==> config.mk <==
export PLATFORM = sky130hd
export DESIGN_NAME = shift_rows_col_packer
export DESIGN_NICKNAME = d
export VERILOG_FILES = /design/src/rtl/aes_pkg.sv /design/src/rtl/shift_row128.sv /design/src/rtl/shift_rows_col_packer.sv
export SDC_FILE = /design/constraint.sdc
export NUM_CORES = 1
export LEC_CHECK = 0
export CAP_MARGIN = 10
export CORE_MARGIN = 2
export CORE_UTILIZATION = 35
export CTS_BUF_LIST = sky130_fd_sc_hd__clkbuf_8
export DETAILED_ROUTE_END_ITERATION = 16
export PLACE_DENSITY = 0.56
export SYNTH_ARGS = -nofsm -noshare
export SYNTH_HDL_FRONTEND = slang
export SYNTH_SLANG_ARGS = --single-unit
==> constraint.sdc <==
create_clock -name clk -period 2.1 [get_ports clk]
set_input_delay 0.42 -clock clk [delete_from_list [all_inputs] [get_ports clk]]
set_output_delay 0.42 -clock clk [all_outputs]
set_load 0.01 [all_outputs]
==> src/rtl/aes_pkg.sv <==
// Shared AES datapath constants and byte-addressing helper.
// A state is column-major: byte(r,c) is byte number 4c+r, and byte 0 occupies
// the most significant byte of a 128-bit vector, so a state reads in hex in
// byte order.
package aes_pkg;

  localparam int BYTE_W  = 8;
  localparam int COL_W   = 32;
  localparam int STATE_W = 128;
  localparam int NB      = 4;

  // Two overlapping phases: collection always runs, HOLD marks a pending block
  typedef enum logic {
    ST_COLLECT = 1'b0,
    ST_HOLD    = 1'b1
  } pk_state_e;

  // Byte index of row r, column c within a state
  function automatic int byte_idx(input int r, input int c);
    return 4 * c + r;
  endfunction

endpackage

==> src/rtl/shift_row128.sv <==
// Pure combinational forward ShiftRows on a 128-bit state.
// Row r of the result is row r of the input rotated left by r bytes.
module shift_row128
  import aes_pkg::*;
(
  input  logic [STATE_W-1:0] state_i,
  output logic [STATE_W-1:0] state_o
);

  // Each output byte (r,c) takes input byte (r,(c+r) mod 4)
  always_comb begin
    state_o = '0;
    for (int c = 0; c < NB; c++) begin
      for (int r = 0; r < 4; r++) begin
        state_o[STATE_W-1-BYTE_W*byte_idx(r, c) -: BYTE_W] =
          state_i[STATE_W-1-BYTE_W*byte_idx(r, (c + r) % NB) -: BYTE_W];
      end
    end
  end

endmodule

==> src/rtl/shift_rows_col_packer.sv <==
// Column-serial forward ShiftRows stage for the AES encrypt datapath.
// Collects four 32-bit columns, permutes the completed state and holds the
// result in an output register behind a valid/ready handshake. Collection of
// the next block continues while the previous one waits to drain; only the
// completing column waits for the output register to free up.
module shift_rows_col_packer
  import aes_pkg::*;
(
  input  logic                clk,
  input  logic                rst_n,
  input  logic                clr,
  input  logic                in_valid,
  output logic                in_ready,
  input  logic [COL_W-1:0]    in_col,
  output logic                out_valid,
  input  logic                out_ready,
  output logic [STATE_W-1:0]  out_state
);

  logic [1:0]             col_cnt_q, col_cnt_d;
  pk_state_e              state_q, state_d;
  logic [3*COL_W-1:0]     buf_q, buf_d;
  logic [STATE_W-1:0]     out_state_q, out_state_d;
  logic [STATE_W-1:0]     shifted;
  logic                   accept;
  logic                   complete;
  logic                   drain;

  assign out_valid = (state_q == ST_HOLD);
  assign out_state = out_state_q;

  // Only the completing beat depends on the output register being free
  assign in_ready = (col_cnt_q != 2'd3) || !out_valid || out_ready;
  assign accept   = in_valid && in_ready;
  assign complete = accept && (col_cnt_q == 2'd3);
  assign drain    = out_valid && out_ready;

  // Column 0 lands in the most significant slot, the live column is last
  shift_row128 u_shift (
    .state_i ({buf_q, in_col}),
    .state_o (shifted)
  );

  // Next-state: flush wins, otherwise store a column or load the finished block
  always_comb begin
    col_cnt_d   = col_cnt_q;
    state_d     = state_q;
    buf_d       = buf_q;
    out_state_d = out_state_q;
    if (clr) begin
      col_cnt_d = 2'd0;
      state_d   = ST_COLLECT;
    end else begin
      if (accept) begin
        col_cnt_d = col_cnt_q + 2'd1;
        case (col_cnt_q)
          2'd0:    buf_d[3*COL_W-1 -: COL_W] = in_col;
          2'd1:    buf_d[2*COL_W-1 -: COL_W] = in_col;
          2'd2:    buf_d[COL_W-1   -: COL_W] = in_col;
          default: out_state_d               = shifted;
        endcase
      end
      // A completing beat in the same cycle as a drain keeps the block valid
      if (complete) begin
        state_d = ST_HOLD;
      end else if (drain) begin
        state_d = ST_COLLECT;
      end
    end
  end

  // Control registers: column counter and hold state
  always_ff @(posedge clk or negedge rst_n) begin
    if (!rst_n) begin
      col_cnt_q <= 2'd0;
      state_q   <= ST_COLLECT;
    end else begin
      col_cnt_q <= col_cnt_d;
      state_q   <= state_d;
    end
  end

  // Data registers: assembly buffer and output block
  always_ff @(posedge clk or negedge rst_n) begin
    if (!rst_n) begin
      buf_q       <= '0;
      out_state_q <= '0;
    end else begin
      buf_q       <= buf_d;
      out_state_q <= out_state_d;
    end
  end

endmodule

==> results summary, run 1 <==
The number of slew-limit violations in the final report came out at 0. The starting DRC count in detailed routing came out at 148. The most crowded layer after global routing is met2. The post-route setup TNS is 0 ns. The mapped netlist covers 9530 sq um. The buffer depth of the longest clock path is 3. The maximum clock frequency came out at 505 MHz. The tool flagged a number of max-cap violations equal to 0. The area enclosed by the die boundary is approximately 29000 sq um. The worst register-to-register path begins at col_cnt_q[0]$_DFFE_PN0P_. The flow ran to the end, and the final reports show no timing, DRC or antenna violations. The most area-hungry cell type in the Yosys netlist is sky130_fd_sc_hd__dfrtp_1. In this run the number of H-tree levels came out at 2. The logic depth of the worst register-to-register path is 5. The total wirelength of the detailed-routed design came out at 20100 microns. The worst setup margin is 0.120 ns.

The endpoint arrival time on the critical path came out at between 1.5 and 2 ns. The met3 global-route usage is 0.0369. The clock edge transition at the registers on the reported setup and hold paths is about 0.06 ns. The worst hold-check path type is input pin to async pin. The number of antenna violations at the first check in global routing is 0.

The worst setup path is launched from a flop. The type of the worst setup path is flop to output port. STA puts the critical path data required time at between 1.5 and 2 ns. The final instance area came out at 12400 sq um.

167 I/O pins were placed. After layout, the minimum clock period comes to approximately 2.0 ns. The met1 usage came out at 0.198. The floorplan has 60 rows.

The signed area change from the synthesized netlist to the final layout is 29.8%. The layout has approximately 2.4k filler cells. The global-route wire length before repair came out at about 33000 microns. The clock drives 227 sinks. In this run the mean area of a mapped cell was 19.1 sq um.

The average vias per placed instance is 4.54. The number of global-route vias before repair came to between 5k and 6k. The cell area after placement is 11600 sq um. The number of CTS-inserted buffers came out at 40. The aggregate global-route resource usage came out at 0.145. The number of endpoints failing setup at the final stage came out at 0.

At the pin with the least slew margin, the transition time is 0.463 ns. The source-to-sink clock delay at the later pin of the worst-skew pair came out at 0.52 ns. The global routing met2 resource utilization is 0.230. The vertical extent of the die is around 170 microns. Entering global routing, the biggest net connects between 50 and 60 pins. The fraction of synthesized cell area taken by the top area cell type came out at 0.596. The core footprint is between 20000 and 30000 sq um. The detailed router placed 4883 vias in this run. The post-route DRC violation count is 0.

The number of nets at the end of the flow is about 750. By area the synthesized netlist is led by sky130_fd_sc_hd__dfrtp_1 60%, sky130_fd_sc_hd__mux2_4 33%, sky130_fd_sc_hd__buf_6 2.0%. Summing internal, switching and leakage power gives 12.6 mW. When the netlist entered floorplanning its net count stood at 540. The terminus of the critical flop-to-flop path is buf_q[31]$_DFFE_PN0P_. The sequential fraction of the synthesis area is 0.596. The flip-flop and latch count after synthesis is 227. Once detail routing completed, the nets flagged for antenna violations numbered 0. The portion of the clock cycle consumed by the worst path in the final layout is 0.943. In this run the clock root is driven by a sky130_fd_sc_hd__clkbuf_8. The total overflow reported by the global router is 0. The worst slack at placement came out at -0.0981 ns. The iteration count of the initial detailed-routing pass is 4.

The power density over the cells came out at 1020 nW/um^2. The share of cells above drive strength 1 came out at 0.424. The average wire per standard cell came out at 18.7 microns. The multi-input combinational cells in the finished layout cover a total of about 3500 sq um. The minimum setup slack among reg-to-reg paths is 0.38 ns. The last weighted congestion value of the routability-driven placer is slightly above 0.7.

The worst setup path is captured at an output port. The count of cell types in the netlist is 20. The number of hold-slack violations in the final timing report was 0. The worst pin sits at a relative slew slack of 0.691.

The clock arrives with 0.0128 ns of skew. Measured along the x axis, the die boundary spans 169 microns. Setup repair after global routing left no endpoint under its margin. The maximum resistive drop on vdd came out at between 0.4 and 0.5 mV. The highest net fanout along the worst path came out at 7. The final antenna diode count is 0. The starting utilization of the core area came out at 0.354. Once detailed placement completed, the half-perimeter wirelength came to 13300 microns. TritonCTS built the clock tree. Counting every instance in the synthesized netlist gives approximately 500. The footprint of the flip-flops and latches came out at 5680 sq um. The number of port buffers is ~170. The number of warnings printed during yosys synthesis came out at 0. The analysis attributes to cell leakage a power of 6.08 nW.
layer usage:
metal | wire length, microns | up-vias | share of wire
met5 | 0 | - | 0
met4 | 308 | 0 | 0.015
met3 | 1060 | 28 | 0.053
met2 | 9620 | 129 | 0.48
met1 | 9130 | 2560 | 0.45
li1 | - | 2166 | -
timing repair:
| action | CTS | global route |
|---|---|---|
| hold endpoints to repair | 51 | 0 |
| hold buffers | 1 | 0 |
| resized for setup | 4 | 0 |
| buffers inserted | 0 | 2 |
| endpoints found under the setup margin | 1 | 1 |
through the flow:
stage / hold WS, ns / instances / util
2_1_floorplan: 0.124 / 499 / -
3_3_place_gp: 0.385 / 1001 / 0.430
3_5_place_dp: 0.387 / 1001 / 0.430
4_1_cts: 0.420 / 1073 / 0.459
5_1_grt: 0.431 / 1075 / 0.460
6_report: 0.418 / 1075 / 0.460
critical path, cell delays in order, from the launching register on:
cell and delay, ns:
sky130_fd_sc_hd__dfrtp_2 0.42, sky130_fd_sc_hd__ha_4 0.19, sky130_fd_sc_hd__nand3b_2 0.15, sky130_fd_sc_hd__dlygate4sd2_1 0.29
how the worst max path moves through the flow:
stage,depth (start not counted),from,to,slack [ns]
2_1_floorplan,6,col_cnt_q[0]$_DFFE_PN0P_,buf_q[10]$_DFFE_PN0P_,0.43
5_1_grt,3,col_cnt_q[0]$_DFFE_PN0P_,in_ready,0.04
6_report,3,col_cnt_q[0]$_DFFE_PN0P_,in_ready,0.12
4_1_cts,3,col_cnt_q[0]$_DFFE_PN0P_,in_ready,0.03
3_5_place_dp,5,in_valid,buf_q[31]$_DFFE_PN0P_,-0.1
3_3_place_gp,5,in_valid,buf_q[31]$_DFFE_PN0P_,-0.06
layout make-up:
type                    count  share of cell area
clock buffers              49              0.0546
flip-flops and latches    227               0.460
clock inverters            22             0.00769
repair buffers            190               0.161
inverters                   2            0.000607
well taps                 341              0.0345
multi-input cells         244               0.282
kinds of logic (layout without fill, tap and decap cells):
family,Yosys count,in the layout,share of synthesized area
buffers and inverters,28,263,0.0398
AND/OR/NAND/NOR,13,13,0.00932
multiplexers,224,224,0.348
adder cells (fa/ha/maj),4,4,0.00525
AO/OA/AOI/OAI,3,3,0.00184
flip-flops,227,227,0.596
registers in the layout, indices dropped and copies added (netlist names):
register and cells:
buf_q 96, out_state 128, col_cnt_q 2, out_valid 1
synth_stat cells:
library cell                 n
sky130_fd_sc_hd__dfrtp_1   227
sky130_fd_sc_hd__mux2_4    210
sky130_fd_sc_hd__nand2_1     1
sky130_fd_sc_hd__nand2b_1    2
sky130_fd_sc_hd__buf_6      17
sky130_fd_sc_hd__nor2_1      1
sky130_fd_sc_hd__and3_1      3
sky130_fd_sc_hd__nand3_1     1
sky130_fd_sc_hd__nor2b_2     1
sky130_fd_sc_hd__and2_1      1
sky130_fd_sc_hd__inv_1       2
sky130_fd_sc_hd__mux2_2     14
sky130_fd_sc_hd__o21ai_0     1
sky130_fd_sc_hd__o31ai_1     1
sky130_fd_sc_hd__nand3b_2    1
sky130_fd_sc_hd__ha_1        4
sky130_fd_sc_hd__nand4b_1    1
sky130_fd_sc_hd__a21oi_1     1
sky130_fd_sc_hd__buf_12      9
sky130_fd_sc_hd__nand3_2     1
where the power goes:
part           switching, mW  internal [mW]  leakage [nW]  total (mW)
Clock                   1.75           2.10         0.453        3.85
Combinational          0.824           1.99          2.68        2.81
Sequential             0.599           5.34          2.95        5.94
layout by cell type (no fill, tap or decap), drive strengths merged:
master           n
nand4b           1
dlygate4sd3      1
clkbuf          49
nand3            2
buf             24
dlygate4sd2      1
and3             3
clkinv           4
inv             18
nand2            1
a21oi            1
dfrtp          227
nor2             1
nor2b            1
o31ai            1
nand2b           2
mux2           224
o21ai            1
ha               4
and2             1
clkdlybuf4s50  164
nand3b           1
clkinvlp         2
No activity file was read; power rests on OpenSTA's default activity.
==> inputs of run 2 (changes only) <==
--- a/config.mk
+++ b/config.mk
@@ -11,6 +11,7 @@
 export CTS_BUF_LIST = sky130_fd_sc_hd__clkbuf_8
 export DETAILED_ROUTE_END_ITERATION = 16
 export PLACE_DENSITY = 0.56
+export RECOVER_POWER = 50
 export SYNTH_ARGS = -nofsm -noshare
 export SYNTH_HDL_FRONTEND = slang
 export SYNTH_SLANG_ARGS = --single-unit
==> run 2 against run 1 <==
Net effect:
- clock power about the same
- setup slack got worse by 0.0043 ns
- design area shrank 2.1%
- die area is the same
- wire length shrank 0.26%
- global-route usage stayed put
- clock skew is 0.00057 ns lower
- highest routed layer unchanged
- flip-flop and latch count unchanged
- first-iteration DRC count shrank 10%
- sequential share of layout area rose by 0.97 points
- critical path type unchanged
- core utilization is 0.95 points lower
- via count is 0.20% higher
==> results summary, run 2 (synthesis results as in run 1) <==
The global-route wire length before repair is 32700 microns (unchanged). The final instance area is 12100 sq um (-2.1%). The total I/O pin count came out at 167 (unchanged). The total overflow reported by the global router was 0 (unchanged). The H-tree depth came out at 2 (unchanged). On the critical path the largest part of the delay comes from flip-flops. The signed area change from the synthesized netlist to the final layout is 27.1%. The final setup skew is 0.0122 ns (-0.000572 ns). The x dimension of the die came out at 169 microns (unchanged). The minimum clock period after layout came out at 1.98 ns (+0.00429 ns). The stage delay of the slowest cell on the critical path came to 0.42 ns (about the same). The share of cells above drive strength 1 was 0.353 (-0.0708). The portion of the clock cycle consumed by the worst path in the final layout was 0.945 (+0.00204). The post-DP HPWL came out at 13300 microns (unchanged). Setup repair after global routing left no endpoint under its margin. The final antenna-violating net count is 0 (unchanged).

The buffer depth of the longest clock path came to 3 (unchanged). The critical path capture point type is an output port. The number of flip-flops under the largest register name is 128 (unchanged). The number of global-route vias before repair is 5491 (unchanged).

The vertical extent of the die came to 169 microns (unchanged). The worst slack at placement was -0.0981 ns (unchanged). The max-cap check violation count is 0 (unchanged). For this design, the slowest cell found on the critical path is sky130_fd_sc_hd__dfrtp_2. The area enclosed by the die boundary came out at 28600 sq um (unchanged). The number of hold-slack violations in the final timing report came out at 0 (unchanged). The clock sink count came out at 227 (unchanged).

The starting DRC count in detailed routing is 133 (-10%). The number of antenna violations at the first check in global routing came out at 0 (unchanged). The total area of multi-input combinational cells is 3310 sq um (-5.3%). The average vias per placed instance is 4.55 (+0.20%).

The maximum clock frequency is 504 MHz (-0.22%). The number of endpoints failing setup at the final stage came to 0 (unchanged). The signal on the critical path passes through ha_4 -> nand3b_2 -> dlygate4sd2_1.

The static leakage is 5.89 nW (-3.1%). The number of port buffers was 166 (unchanged). The worst path buffer plus inverter count is 1 (unchanged). The max-slew headroom at the worst pin was 0.378 (-0.313). The most common cell after layout, fill and taps aside is sky130_fd_sc_hd__dfrtp_1.

The run finished with clean final reports. The source-to-sink clock delay at the later pin of the worst-skew pair came to 0.52 ns (about the same). The required arrival time at the worst endpoint is 1.68 ns (about the same). The power density over the cells came to 1030 nW/um^2 (+0.84%). The aggregate global-route resource usage is 0.145 (unchanged). The number of nets at the end of the flow is 746 (unchanged). The number of slew-limit violations in the final report came out at 0 (unchanged). TritonCTS built the clock tree.

The endpoint arrival time on the critical path is 1.56 ns (about the same). The clock edge transition at the registers on the reported setup and hold paths is 0.06 ns (about the same). The starting utilization of the core area came out at 0.354 (unchanged). The top cell types in the final layout, fill and taps aside, are 226 x sky130_fd_sc_hd__dfrtp_1, 163 x sky130_fd_sc_hd__clkdlybuf4s50_1, 162 x sky130_fd_sc_hd__mux2_4. The number of rows in the core area is 60 (unchanged). The kind of start point of the critical path is a flop. The minimum hold slack came out at 0.407 ns (-0.0114 ns). The maximum resistive drop on vdd came out at 0.420 mV (-1.7%). The core footprint came out at 26900 sq um (unchanged). The cell area after placement came out at 11600 sq um (unchanged).

The last weighted congestion value of the routability-driven placer is 0.706 (unchanged). The largest net degree at the start of global routing was 58 (unchanged). The highest net fanout along the worst path is 7 (unchanged). The average wire per standard cell came out at 18.7 microns (-0.26%). The total wirelength of the detailed-routed design came to 20100 microns (-0.26%). The number of CTS-inserted buffers was 40 (unchanged). The worst setup margin is 0.116 ns (-0.00429 ns).

The number of vias in the routed layout is 4893 (+0.20%). The post-route DRC violation count came to 0 (unchanged). The number of fill cells in the layout was 2431 (+3.1%).

The type of the worst setup path is flop to output port. The worst hold-check path type is input pin to async pin. The slew of the pin with the lowest slew margin is 0.932 ns (+0.469 ns). The iteration count of the initial detailed-routing pass came to 4 (unchanged). The root buffer cell is sky130_fd_sc_hd__clkbuf_8. The final antenna diode count came to 0 (unchanged). The footprint of the flip-flops and latches came to 5680 sq um (unchanged).
==> run 2: cell types whose count changed in the layout (fill, tap and decap cells not counted), moves of 2 or more <==
cell / delta
sky130_fd_sc_hd__mux2_1: +48
sky130_fd_sc_hd__mux2_4: -48
sky130_fd_sc_hd__buf_4: -6
sky130_fd_sc_hd__buf_12: -4
sky130_fd_sc_hd__clkbuf_2: +4
sky130_fd_sc_hd__buf_2: +2
sky130_fd_sc_hd__clkbuf_1: +2
sky130_fd_sc_hd__clkbuf_4: +2
==> run 2: layer usage <==
layer / GRT usage / share of wire / wire (microns) / up-vias
li1: - / - / - / 2163
met2: 0.230 / 0.48 / 9650 / 129
met5: 0 / 0 / 0 / -
met4: 0.0401 / 0.016 / 314 / 0
met1: 0.198 / 0.45 / 9070 / 2571
met3: 0.0369 / 0.052 / 1040 / 30
==> run 2: worst reg2reg max path, stage by stage (launching register included) <==
cell	delay, ns
sky130_fd_sc_hd__dfrtp_2	0.42
sky130_fd_sc_hd__ha_4	0.19
sky130_fd_sc_hd__nand3b_2	0.15
sky130_fd_sc_hd__and3_1	0.37
sky130_fd_sc_hd__buf_12	0.22
sky130_fd_sc_hd__mux2_2	0.35
==> run 2: worst paths after layout <==
kind                            slack (ns)                         to                     start  depth (start not counted)
worst min register to register        0.48  out_state[80]$_DFFE_PN0P_     buf_q[16]$_DFFE_PN0P_                          1
worst max-delay path                  0.12                   in_ready  col_cnt_q[0]$_DFFE_PN0P_                          3
worst max register to register        0.29      buf_q[31]$_DFFE_PN0P_  col_cnt_q[0]$_DFFE_PN0P_                          5
max in group asynchronous             0.48      buf_q[20]$_DFFE_PN0P_                     rst_n                          3
worst min-delay path                  0.41  out_state[24]$_DFFE_PN0P_                     rst_n                          2
min in group clk                      0.48  out_state[80]$_DFFE_PN0P_     buf_q[16]$_DFFE_PN0P_                          1
==> run 2: power breakdown <==
group          total (mW)  switching (mW)  leakage [nW]  internal (mW)
Clock                3.85            1.75         0.453           2.10
Combinational        2.68           0.821          2.49           1.86
Sequential           5.92           0.581          2.95           5.34
==> run 2: what timing repair did <==
action	CTS	global route
resized for setup	4	0
hold endpoints to repair	51	0
setup endpoints to repair	1	1
setup buffers	0	2
hold buffers	1	0
pin swaps	0	0
gates cloned	0	0
==> run 2: stage by stage <==
stage / power (mW) / TNS [ns] / util / cells
finish: 12.4 / 0 / 0.450 / 1075
global placement: 8.77 / -1.67 / 0.430 / 1001
CTS: 12.8 / 0 / 0.459 / 1073
floorplan: 7.48 / 0 / - / 499
global route: 13.1 / 0 / 0.450 / 1075
detailed placement: 8.84 / -8.09 / 0.430 / 1001
==> run 2: area by class of cell <==
class,count,area share
Timing Repair Buffer,190,0.158
Sequential cell,227,0.469
Clock inverter,22,0.00786
Multi-Input combinational cell,244,0.273
Tap cell,341,0.0352
Inverter,2,0.000620
Clock buffer,49,0.0557
==> inputs of run 3 (changes only) <==
--- a/config.mk
+++ b/config.mk
@@ -10,6 +10,7 @@
 export CORE_UTILIZATION = 35
 export CTS_BUF_LIST = sky130_fd_sc_hd__clkbuf_8
 export DETAILED_ROUTE_END_ITERATION = 16
+export HOLD_SLACK_MARGIN = 0.02
 export PLACE_DENSITY = 0.56
 export RECOVER_POWER = 50
 export SYNTH_ARGS = -nofsm -noshare
==> results of run 3 <==
The final DEF is identical to that of run 2; final timing and power are the same.
